File: config.mk
export PLATFORM = sky130hd
export DESIGN_NAME = cfu_l1_arbiter_flat
export DESIGN_NICKNAME = d
export VERILOG_FILES = /design/src/rtl/cfu_l1_arbiter_pkg.sv /design/src/rtl/cfu_l1_arbiter_if.sv /design/src/rtl/cfu_l1_arbiter_rr_arbiter.sv /design/src/rtl/shift_reg.sv /design/src/rtl/cfu_l1_arbiter.sv /design/src/flat_wrapper.sv
export SDC_FILE = /design/constraint.sdc
export NUM_CORES = 1
export LEC_CHECK = 0
export ABC_AREA = 1
export CAP_MARGIN = 20
export CORE_AREA = 2 2 121 123
export DETAILED_ROUTE_END_ITERATION = 7
export DIE_AREA = 0 0 123 125
export PLACE_DENSITY_LB_ADDON = 0.25
export SLEW_MARGIN = 20
export SYNTH_ARGS = -nofsm -noshare
export SYNTH_HDL_FRONTEND = slang
export SYNTH_SLANG_ARGS = --single-unit
File: constraint.sdc
create_clock -name clk -period 2.09 [get_ports clk]
set_clock_uncertainty 0.2 [all_clocks]
set_input_delay 0.418 -clock clk [delete_from_list [all_inputs] [get_ports clk]]
set_output_delay 0.418 -clock clk [all_outputs]
set_load 0.03 [all_outputs]
File: src/rtl/cfu_l1_arbiter_pkg.sv
// Shared types for the CFU-L1 arbiter: response status codes and the
// in-flight tag that routes each response back to its originator.
package cfu_l1_arbiter_pkg;

    typedef enum logic [2:0] {
        CFU_OK           = 3'd0,
        CFU_ERROR_FUNC   = 3'd1,
        CFU_ERROR_STATE  = 3'd2,
        CFU_ERROR_CUSTOM = 3'd3
    } cfu_status_t;

    // Wide enough for any practical requester count; upper bits stay zero.
    localparam int ARB_IDX_W = 8;

    typedef struct packed {
        logic                 valid;
        logic                 lerr;
        logic [ARB_IDX_W-1:0] idx;
    } cfu_arb_tag_t;

endpackage

File: src/rtl/cfu_l1_arbiter_if.sv
// Requester-side bus of the CFU-L1 arbiter: N_REQ request lanes with a
// valid/ready handshake and a shared, one-hot-qualified response.
interface cfu_l1_arbiter_if
    import cfu_l1_arbiter_pkg::*;
#(
    parameter int N_REQ       = 2,
    parameter int FUNC_ID_W   = 10,
    parameter int DATA_W      = 32,
    parameter int LCL_STATE_W = 4
);
    logic [N_REQ-1:0]                  req_valid;
    logic [N_REQ-1:0]                  req_ready;
    logic [N_REQ-1:0][FUNC_ID_W-1:0]   req_func;
    logic [N_REQ-1:0][LCL_STATE_W-1:0] req_state;
    logic [N_REQ-1:0][DATA_W-1:0]      req_data0;
    logic [N_REQ-1:0][DATA_W-1:0]      req_data1;
    logic [N_REQ-1:0]                  resp_valid;
    cfu_status_t                       resp_status;
    logic [DATA_W-1:0]                 resp_data;

    modport master (
        output req_valid, req_func, req_state, req_data0, req_data1,
        input  req_ready, resp_valid, resp_status, resp_data
    );

    modport slave (
        input  req_valid, req_func, req_state, req_data0, req_data1,
        output req_ready, resp_valid, resp_status, resp_data
    );
endinterface

File: src/rtl/cfu_l1_arbiter_rr_arbiter.sv
// Round-robin arbiter: first valid index at or after rr (mod N) wins;
// rr moves just past the winner on every accept.
module rr_arbiter #(
    parameter int N = 2
) (
    input  logic                 clk,
    input  logic                 rst,
    input  logic                 en,
    input  logic [N-1:0]         valid,
    output logic [N-1:0]         grant,
    output logic [$clog2(N)-1:0] grant_idx,
    output logic                 accept
);
    localparam int IDX_W = $clog2(N);

    logic [IDX_W-1:0] rr;
    logic [IDX_W-1:0] cand;
    logic             found;

    // N is a power of two, so the modulo wrap is plain index overflow.
    always_comb begin
        found     = 1'b0;
        grant_idx = '0;
        cand      = '0;
        for (int k = 0; k < N; k++) begin
            cand = rr + IDX_W'(k);
            if (!found && valid[cand]) begin
                found     = 1'b1;
                grant_idx = cand;
            end
        end
    end

    assign accept = en & found;
    assign grant  = accept ? ({{(N-1){1'b0}}, 1'b1} << grant_idx) : '0;

    always_ff @(posedge clk) begin
        if (rst) begin
            rr <= '0;
        end else if (accept) begin
            rr <= grant_idx + 1'b1;
        end
    end
endmodule

File: src/rtl/shift_reg.sv
// Enable-gated delay line of N stages; N=0 degenerates to a wire.
module shift_reg #(
    parameter int W = 1,
    parameter int N = 1
) (
    input  logic         clk,
    input  logic         rst,
    input  logic         en,
    input  logic [W-1:0] d,
    output logic [W-1:0] q
);
    generate
        if (N == 0) begin : g_wire
            logic unused_ctrl;
            assign unused_ctrl = &{1'b0, clk, rst, en};
            assign q = d;
        end else begin : g_reg
            logic [W-1:0] stage [N];

            always_ff @(posedge clk) begin
                if (rst) begin
                    for (int i = 0; i < N; i++) stage[i] <= '0;
                end else if (en) begin
                    stage[0] <= d;
                    for (int i = 1; i < N; i++) stage[i] <= stage[i-1];
                end
            end

            assign q = stage[N-1];
        end
    endgenerate
endmodule

File: src/rtl/cfu_l1_arbiter.sv
// Shares one fixed-latency CFU among N_REQ requesters: round-robin accept,
// private state-context slices, and tag-routed responses at exactly LATENCY.
module cfu_l1_arbiter
    import cfu_l1_arbiter_pkg::*;
#(
    parameter int N_REQ          = 2,
    parameter int LATENCY        = 0,
    parameter int FUNC_ID_W      = 10,
    parameter int DATA_W         = 32,
    parameter int STATES_PER_REQ = 1,
    parameter int LCL_STATE_W    = 4,
    parameter int CFU_STATE_ID_W = ($clog2(N_REQ * STATES_PER_REQ) < 1) ? 1
                                   : $clog2(N_REQ * STATES_PER_REQ)
) (
    input  logic                      clk,
    input  logic                      rst,
    input  logic                      clk_en,
    cfu_l1_arbiter_if.slave           req_bus,
    output logic                      cfu_req_valid,
    output logic [FUNC_ID_W-1:0]      cfu_req_func,
    output logic [CFU_STATE_ID_W-1:0] cfu_req_state,
    output logic [DATA_W-1:0]         cfu_req_data0,
    output logic [DATA_W-1:0]         cfu_req_data1,
    input  logic                      cfu_resp_valid,
    input  cfu_status_t               cfu_resp_status,
    input  logic [DATA_W-1:0]         cfu_resp_data
);
    localparam int IDX_W = $clog2(N_REQ);

    logic [IDX_W-1:0]       g;
    logic                   accept;
    logic                   lerr;
    logic [LCL_STATE_W-1:0] win_state;
    cfu_arb_tag_t           tag_in;
    cfu_arb_tag_t           tag_out;
    logic [N_REQ-1:0]       resp_oh;
    cfu_status_t            resp_st;
    logic [DATA_W-1:0]      resp_d;

    rr_arbiter #(.N(N_REQ)) u_rr (
        .clk       (clk),
        .rst       (rst),
        .en        (clk_en),
        .valid     (req_bus.req_valid),
        .grant     (req_bus.req_ready),
        .grant_idx (g),
        .accept    (accept)
    );

    // A local index outside the requester's slice is swallowed here so it
    // can never alias into another requester's contexts.
    assign win_state = req_bus.req_state[g];
    assign lerr      = int'(win_state) >= STATES_PER_REQ;

    always_comb begin
        cfu_req_valid = accept & ~lerr;
        cfu_req_func  = '0;
        cfu_req_state = '0;
        cfu_req_data0 = '0;
        cfu_req_data1 = '0;
        if (cfu_req_valid) begin
            cfu_req_func  = req_bus.req_func[g];
            cfu_req_state = CFU_STATE_ID_W'(int'(g) * STATES_PER_REQ + int'(win_state));
            cfu_req_data0 = req_bus.req_data0[g];
            cfu_req_data1 = req_bus.req_data1[g];
        end
    end

    always_comb begin
        tag_in       = '0;
        tag_in.valid = accept;
        tag_in.lerr  = accept & lerr;
        tag_in.idx   = ARB_IDX_W'(g);
    end

    shift_reg #(.W($bits(cfu_arb_tag_t)), .N(LATENCY)) u_tags (
        .clk (clk),
        .rst (rst),
        .en  (clk_en),
        .d   (tag_in),
        .q   (tag_out)
    );

    // Emerging tag steers the shared response to its originator.
    always_comb begin
        resp_oh = '0;
        resp_st = CFU_OK;
        resp_d  = '0;
        if (tag_out.valid) begin
            for (int i = 0; i < N_REQ; i++) begin
                if (int'(tag_out.idx) == i) resp_oh[i] = tag_out.lerr | cfu_resp_valid;
            end
            if (tag_out.lerr) begin
                resp_st = CFU_ERROR_STATE;
            end else begin
                resp_st = cfu_resp_status;
                resp_d  = cfu_resp_data;
            end
        end
    end

    assign req_bus.resp_valid  = resp_oh;
    assign req_bus.resp_status = resp_st;
    assign req_bus.resp_data   = resp_d;

    a_resp_matches_tag: assert property (@(posedge clk) disable iff (rst)
        cfu_resp_valid == (tag_out.valid && !tag_out.lerr));
endmodule

File: src/flat_wrapper.sv
// flat-port wrapper written by rule: the top's interface ports become plain ports
module cfu_l1_arbiter_flat import cfu_l1_arbiter_pkg::*;
#(
    parameter int N_REQ          = 2,
    parameter int LATENCY        = 0,
    parameter int FUNC_ID_W      = 10,
    parameter int DATA_W         = 32,
    parameter int STATES_PER_REQ = 1,
    parameter int LCL_STATE_W    = 4,
    parameter int CFU_STATE_ID_W = ($clog2(N_REQ * STATES_PER_REQ) < 1) ? 1
                                   : $clog2(N_REQ * STATES_PER_REQ)
)
  (clk, rst, clk_en, cfu_req_valid, cfu_req_func, cfu_req_state, cfu_req_data0, cfu_req_data1, cfu_resp_valid, cfu_resp_status, cfu_resp_data, req_bus_req_valid, req_bus_req_func, req_bus_req_state, req_bus_req_data0, req_bus_req_data1, req_bus_req_ready, req_bus_resp_valid, req_bus_resp_status, req_bus_resp_data);
  cfu_l1_arbiter_if #(.N_REQ(N_REQ), .FUNC_ID_W(FUNC_ID_W), .DATA_W(DATA_W), .LCL_STATE_W(LCL_STATE_W)) req_bus_i ();
  input  logic clk;
  input  logic rst;
  input  logic clk_en;
  output logic cfu_req_valid;
  output logic [FUNC_ID_W-1:0] cfu_req_func;
  output logic [CFU_STATE_ID_W-1:0] cfu_req_state;
  output logic [DATA_W-1:0] cfu_req_data0;
  output logic [DATA_W-1:0] cfu_req_data1;
  input  logic cfu_resp_valid;
  input  cfu_status_t cfu_resp_status;
  input  logic [DATA_W-1:0] cfu_resp_data;
  input wire logic [$bits(req_bus_i.req_valid)-1:0] req_bus_req_valid;
  input wire logic [$bits(req_bus_i.req_func)-1:0] req_bus_req_func;
  input wire logic [$bits(req_bus_i.req_state)-1:0] req_bus_req_state;
  input wire logic [$bits(req_bus_i.req_data0)-1:0] req_bus_req_data0;
  input wire logic [$bits(req_bus_i.req_data1)-1:0] req_bus_req_data1;
  output wire logic [$bits(req_bus_i.req_ready)-1:0] req_bus_req_ready;
  output wire logic [$bits(req_bus_i.resp_valid)-1:0] req_bus_resp_valid;
  output wire logic [$bits(req_bus_i.resp_status)-1:0] req_bus_resp_status;
  output wire logic [$bits(req_bus_i.resp_data)-1:0] req_bus_resp_data;
  assign req_bus_i.req_valid = req_bus_req_valid;
  assign req_bus_i.req_func = req_bus_req_func;
  assign req_bus_i.req_state = req_bus_req_state;
  assign req_bus_i.req_data0 = req_bus_req_data0;
  assign req_bus_i.req_data1 = req_bus_req_data1;
  assign req_bus_req_ready = req_bus_i.req_ready;
  assign req_bus_resp_valid = req_bus_i.resp_valid;
  assign req_bus_resp_status = req_bus_i.resp_status;
  assign req_bus_resp_data = req_bus_i.resp_data;
  cfu_l1_arbiter #(.N_REQ(N_REQ), .LATENCY(LATENCY), .FUNC_ID_W(FUNC_ID_W), .DATA_W(DATA_W), .STATES_PER_REQ(STATES_PER_REQ), .LCL_STATE_W(LCL_STATE_W), .CFU_STATE_ID_W(CFU_STATE_ID_W)) u_core (.clk(clk), .rst(rst), .clk_en(clk_en), .req_bus(req_bus_i), .cfu_req_valid(cfu_req_valid), .cfu_req_func(cfu_req_func), .cfu_req_state(cfu_req_state), .cfu_req_data0(cfu_req_data0), .cfu_req_data1(cfu_req_data1), .cfu_resp_valid(cfu_resp_valid), .cfu_resp_status(cfu_resp_status), .cfu_resp_data(cfu_resp_data));
endmodule
==> impl_results.html <==
<table>
<tr><th>Metric</th><th>Value</th></tr>
<tr><th colspan="2">Run status</th></tr>
<tr><td>Outcome</td><td>finished, violations left</td></tr>
<tr><td>Failing checks</td><td>setup timing</td></tr>
<tr><th colspan="2">Timing</th></tr>
<tr><td>Rel. slew slack</td><td>0.750</td></tr>
<tr><td>Final Critical Period</td><td>2210 ps</td></tr>
<tr><td>Worst hold slack</td><td>253 ps</td></tr>
<tr><td>Transition time at the pin with the least slew margin</td><td>374 ps</td></tr>
<tr><td>Final setup vio count</td><td>106</td></tr>
<tr><td>Crit share post-route</td><td>1.06</td></tr>
<tr><td>Number of pins exceeding their max-slew limit in the final report</td><td>0</td></tr>
<tr><td>Fmax</td><td>452 MHz</td></tr>
<tr><td>Hold Fails Final Rpt</td><td>0</td></tr>
<tr><td>RSZ-0062 raised after global routing</td><td>yes</td></tr>
<tr><td>Post-route worst setup slack</td><td>-121 ps</td></tr>
<tr><th colspan="2">Drt</th></tr>
<tr><td>Total wire length</td><td>13600 µm</td></tr>
<tr><td>Drt via density</td><td>4.12</td></tr>
<tr><td>Routed WL per cell</td><td>15.3 µm</td></tr>
<tr><td>Detailed Route Iter0 Violations</td><td>72</td></tr>
<tr><td>Number of nets with antenna violations after detailed routing</td><td>0</td></tr>
<tr><td>DRC viols</td><td>0</td></tr>
<tr><td>1st-pass router iterations</td><td>4</td></tr>
<tr><td>Number of vias after detailed routing</td><td>3669</td></tr>
<tr><th colspan="2">Placed design</th></tr>
<tr><td>Worst-case setup slack after placement</td><td>-547 ps</td></tr>
<tr><td>Number of port buffers</td><td>311</td></tr>
<tr><td>GP Congestion</td><td>0.851</td></tr>
<tr><td>Half-perimeter wire length of the detailed placement result</td><td>9230 µm</td></tr>
<tr><td>Area of placed instances</td><td>0.00521 mm²</td></tr>
<tr><th colspan="2">Worst setup path</th></tr>
<tr><td>Critical Path Sink Type</td><td>primary output</td></tr>
<tr><td>Worst Path Arrival</td><td>1590 ps</td></tr>
<tr><td>Critical path class</td><td>primary input to primary output</td></tr>
<tr><td>Required time reported for the critical path endpoint</td><td>1470 ps</td></tr>
<tr><td>Worst reg2reg setup slack</td><td>570 ps</td></tr>
<tr><td>Startpoint type of the worst setup path</td><td>primary input</td></tr>
<tr><td>Max Fanout on Critical Path</td><td>6</td></tr>
<tr><th colspan="2">Final layout</th></tr>
<tr><td>Post-route cell area</td><td>0.00702 mm²</td></tr>
<tr><td>Number of flip-flops under the largest register name</td><td>1</td></tr>
<tr><td>Number of antenna repair diodes</td><td>0</td></tr>
<tr><td>Layout cells sized above 1</td><td>0.476</td></tr>
<tr><td>Largest regs</td><td>u_core.u_rr.rr (1)</td></tr>
<tr><td>Register cell area after layout</td><td>20.0 µm²</td></tr>
<tr><td>Final core utilization</td><td>0.494</td></tr>
<tr><td>Area taken by multi-input logic gates</td><td>0.00221 mm²</td></tr>
<tr><td>Top reg by flops</td><td>u_core.u_rr.rr</td></tr>
<tr><td>Area grow syn2layout</td><td>272%</td></tr>
<tr><td>Number of nets in the final layout</td><td>905</td></tr>
<tr><td>Fillers</td><td>1290</td></tr>
<tr><th colspan="2">GRT</th></tr>
<tr><td>Largest net degree at the start of global routing</td><td>31</td></tr>
<tr><td>Antenna violations before repair</td><td>0</td></tr>
<tr><td>Aggregate global routing overflow</td><td>0</td></tr>
<tr><td>Overall track demand over capacity in global routing</td><td>0.146</td></tr>
<tr><td>Wire length of the first global-routing pass</td><td>18200 µm</td></tr>
<tr><td>Vias in the first global route</td><td>3638</td></tr>
<tr><th colspan="2">Logic synthesis</th></tr>
<tr><td>Yosys top cell by area</td><td>sky130_fd_sc_hd__a21oi_2</td></tr>
<tr><td>Seq cells post-synth</td><td>1</td></tr>
<tr><td>Netlist Area Pre-Place</td><td>0.00189 mm²</td></tr>
<tr><td>Share of synthesized area occupied by flip-flops and latches</td><td>0.0106</td></tr>
<tr><td>Synth top area cells</td><td>sky130_fd_sc_hd__a21oi_2, sky130_fd_sc_hd__nand2_1, sky130_fd_sc_hd__inv_1</td></tr>
<tr><td>Post-Syn Area per Cell</td><td>5.24 µm²</td></tr>
<tr><td>Number of nets in the synthesized netlist</td><td>557</td></tr>
<tr><td>Number of unique standard cell types used by synthesis</td><td>18</td></tr>
<tr><td>Fraction of synthesized cell area taken by the top area cell type</td><td>0.325</td></tr>
<tr><td>Instance count of the mapped netlist</td><td>360</td></tr>
<tr><td>Number of warning messages in the yosys log</td><td>0</td></tr>
<tr><th colspan="2">Run</th></tr>
<tr><td># Max-Cap Violations</td><td>0</td></tr>
<tr><th colspan="2">Power</th></tr>
<tr><td>Power, Total</td><td>1.07 mW</td></tr>
<tr><td>P per Cell Area</td><td>152 mW/mm²</td></tr>
<tr><td>Peak supply drop</td><td>104 µV</td></tr>
<tr><td>Static leakage</td><td>2.95 nW</td></tr>
<tr><th colspan="2">Die</th></tr>
<tr><td>Area enclosed by the die boundary</td><td>0.0154 mm²</td></tr>
<tr><td>Top Ports</td><td>312</td></tr>
<tr><td>Number of placement rows</td><td>44</td></tr>
<tr><td>Starting density of the core</td><td>0.133</td></tr>
<tr><td>Die width</td><td>123 µm</td></tr>
<tr><td>Die Y</td><td>125 µm</td></tr>
<tr><td>Placeable core area</td><td>0.0142 mm²</td></tr>
<tr><th colspan="2">Clocking</th></tr>
<tr><td>Cts hold-fix bufs</td><td>0</td></tr>
<tr><td>Post-CTS clock slew at the launch and capture registers of the worst setup and hold paths</td><td>0 ps</td></tr>
<tr><td>Skew-Pair Late Insertion Delay</td><td>0 ps</td></tr>
<tr><th colspan="2">Worst hold path</th></tr>
<tr><td>Kind of path behind the tightest hold check</td><td>register to register</td></tr>
</table>
==> per-stage QoR <==
stage,TNS (ps),cells
finish,-8980,890
CTS,-9360,877
global placement,-54780,858
floorplan,-294,360
global route,-16430,890
detailed placement,-55710,858
==> Yosys cell counts, drive strengths merged <==
cell,number
clkbuf,9
inv,51
nor2,38
buf,19
o21ai,2
dfxtp,1
a21oi,77
nand3,1
nand2,161
o211ai,1
==> cells by family after synthesis <==
family          after synthesis  synth area share
compound gates               80             0.353
simple gates                200             0.429
buf+inv                      79             0.208
flops                         1            0.0106
==> repair_timing <==
| item | 4_1_cts | 5_1_grt |
|---|---|---|
| endpoints found under the setup margin | 115 | 113 |
| cloned | 9 | 7 |
| pin swaps | 23 | 15 |
| gates resized for setup | 230 | 113 |
| setup buffers | 11 | 7 |
==> cell usage in the layout (no fill, tap or decap) <==
| cell type | n |
|---|---|
| sky130_fd_sc_hd__clkdlybuf4s50_1 | 185 |
| sky130_fd_sc_hd__buf_12 | 19 |
| sky130_fd_sc_hd__buf_16 | 10 |
| sky130_fd_sc_hd__inv_4 | 5 |
| sky130_fd_sc_hd__buf_6 | 125 |
| sky130_fd_sc_hd__inv_1 | 40 |
| sky130_fd_sc_hd__o211ai_1 | 1 |
| sky130_fd_sc_hd__a21oi_4 | 50 |
| sky130_fd_sc_hd__nor2_4 | 34 |
| sky130_fd_sc_hd__clkbuf_16 | 7 |
| sky130_fd_sc_hd__nand2_2 | 9 |
| sky130_fd_sc_hd__dlygate4sd2_1 | 1 |
| sky130_fd_sc_hd__buf_8 | 7 |
| sky130_fd_sc_hd__nand2_4 | 11 |
| sky130_fd_sc_hd__o21ai_2 | 2 |
| sky130_fd_sc_hd__inv_2 | 6 |
| sky130_fd_sc_hd__nor2_2 | 3 |
| sky130_fd_sc_hd__buf_4 | 19 |
| sky130_fd_sc_hd__a21oi_2 | 26 |
| sky130_fd_sc_hd__dfxtp_1 | 1 |
| sky130_fd_sc_hd__nand3_2 | 1 |
| sky130_fd_sc_hd__nand2_8 | 1 |
| sky130_fd_sc_hd__nand2_1 | 140 |
| sky130_fd_sc_hd__buf_2 | 1 |
| sky130_fd_sc_hd__nor2_1 | 1 |
| sky130_fd_sc_hd__a21oi_1 | 1 |
==> power by group <==
group	switching, mW	internal [mW]
Clock	0	0
Combinational	0.456	0.589
Sequential	0.000599	0.0209
Total	0.456	0.610
==> worst max-delay path, stage by stage <==
cell and delay, ps:
sky130_fd_sc_hd__buf_2 100, sky130_fd_sc_hd__inv_2 60, sky130_fd_sc_hd__nand2_4 50, sky130_fd_sc_hd__nor2_4 120, sky130_fd_sc_hd__nand2_4 60, sky130_fd_sc_hd__nand2_4 90
sky130_fd_sc_hd__nand2_8 100, sky130_fd_sc_hd__buf_12 170, sky130_fd_sc_hd__clkbuf_16 170, sky130_fd_sc_hd__a21oi_2 110, sky130_fd_sc_hd__buf_6 140
==> metal layers <==
metal  routed length, µm  vias to the layer above  global-route usage
li1                    -                     1792                   -
met1                4950                     1688               0.153
met2                7400                      179               0.303
met3                1090                       10              0.0246
met4                 140                        0              0.0147
met5                   0                        -                   0
==> area by class of cell <==
cell class	count	area share
flip-flops and latches	1	0.00285
repair buffers	374	0.620
well taps	184	0.0328
inverters	51	0.0291
multi-input cells	280	0.315
==> path summary, 6_finish.rpt <==
check / cells past startpoint / end / start
worst max register to register: 7 / u_core.u_rr.rr / u_core.u_rr.rr
worst min-delay path: 2 / u_core.u_rr.rr / u_core.u_rr.rr
worst min register to register: 2 / u_core.u_rr.rr / u_core.u_rr.rr
worst max-delay path: 11 / cfu_req_data0[9] / req_bus_req_state[5]
No activity file was read; power rests on OpenSTA's default activity.
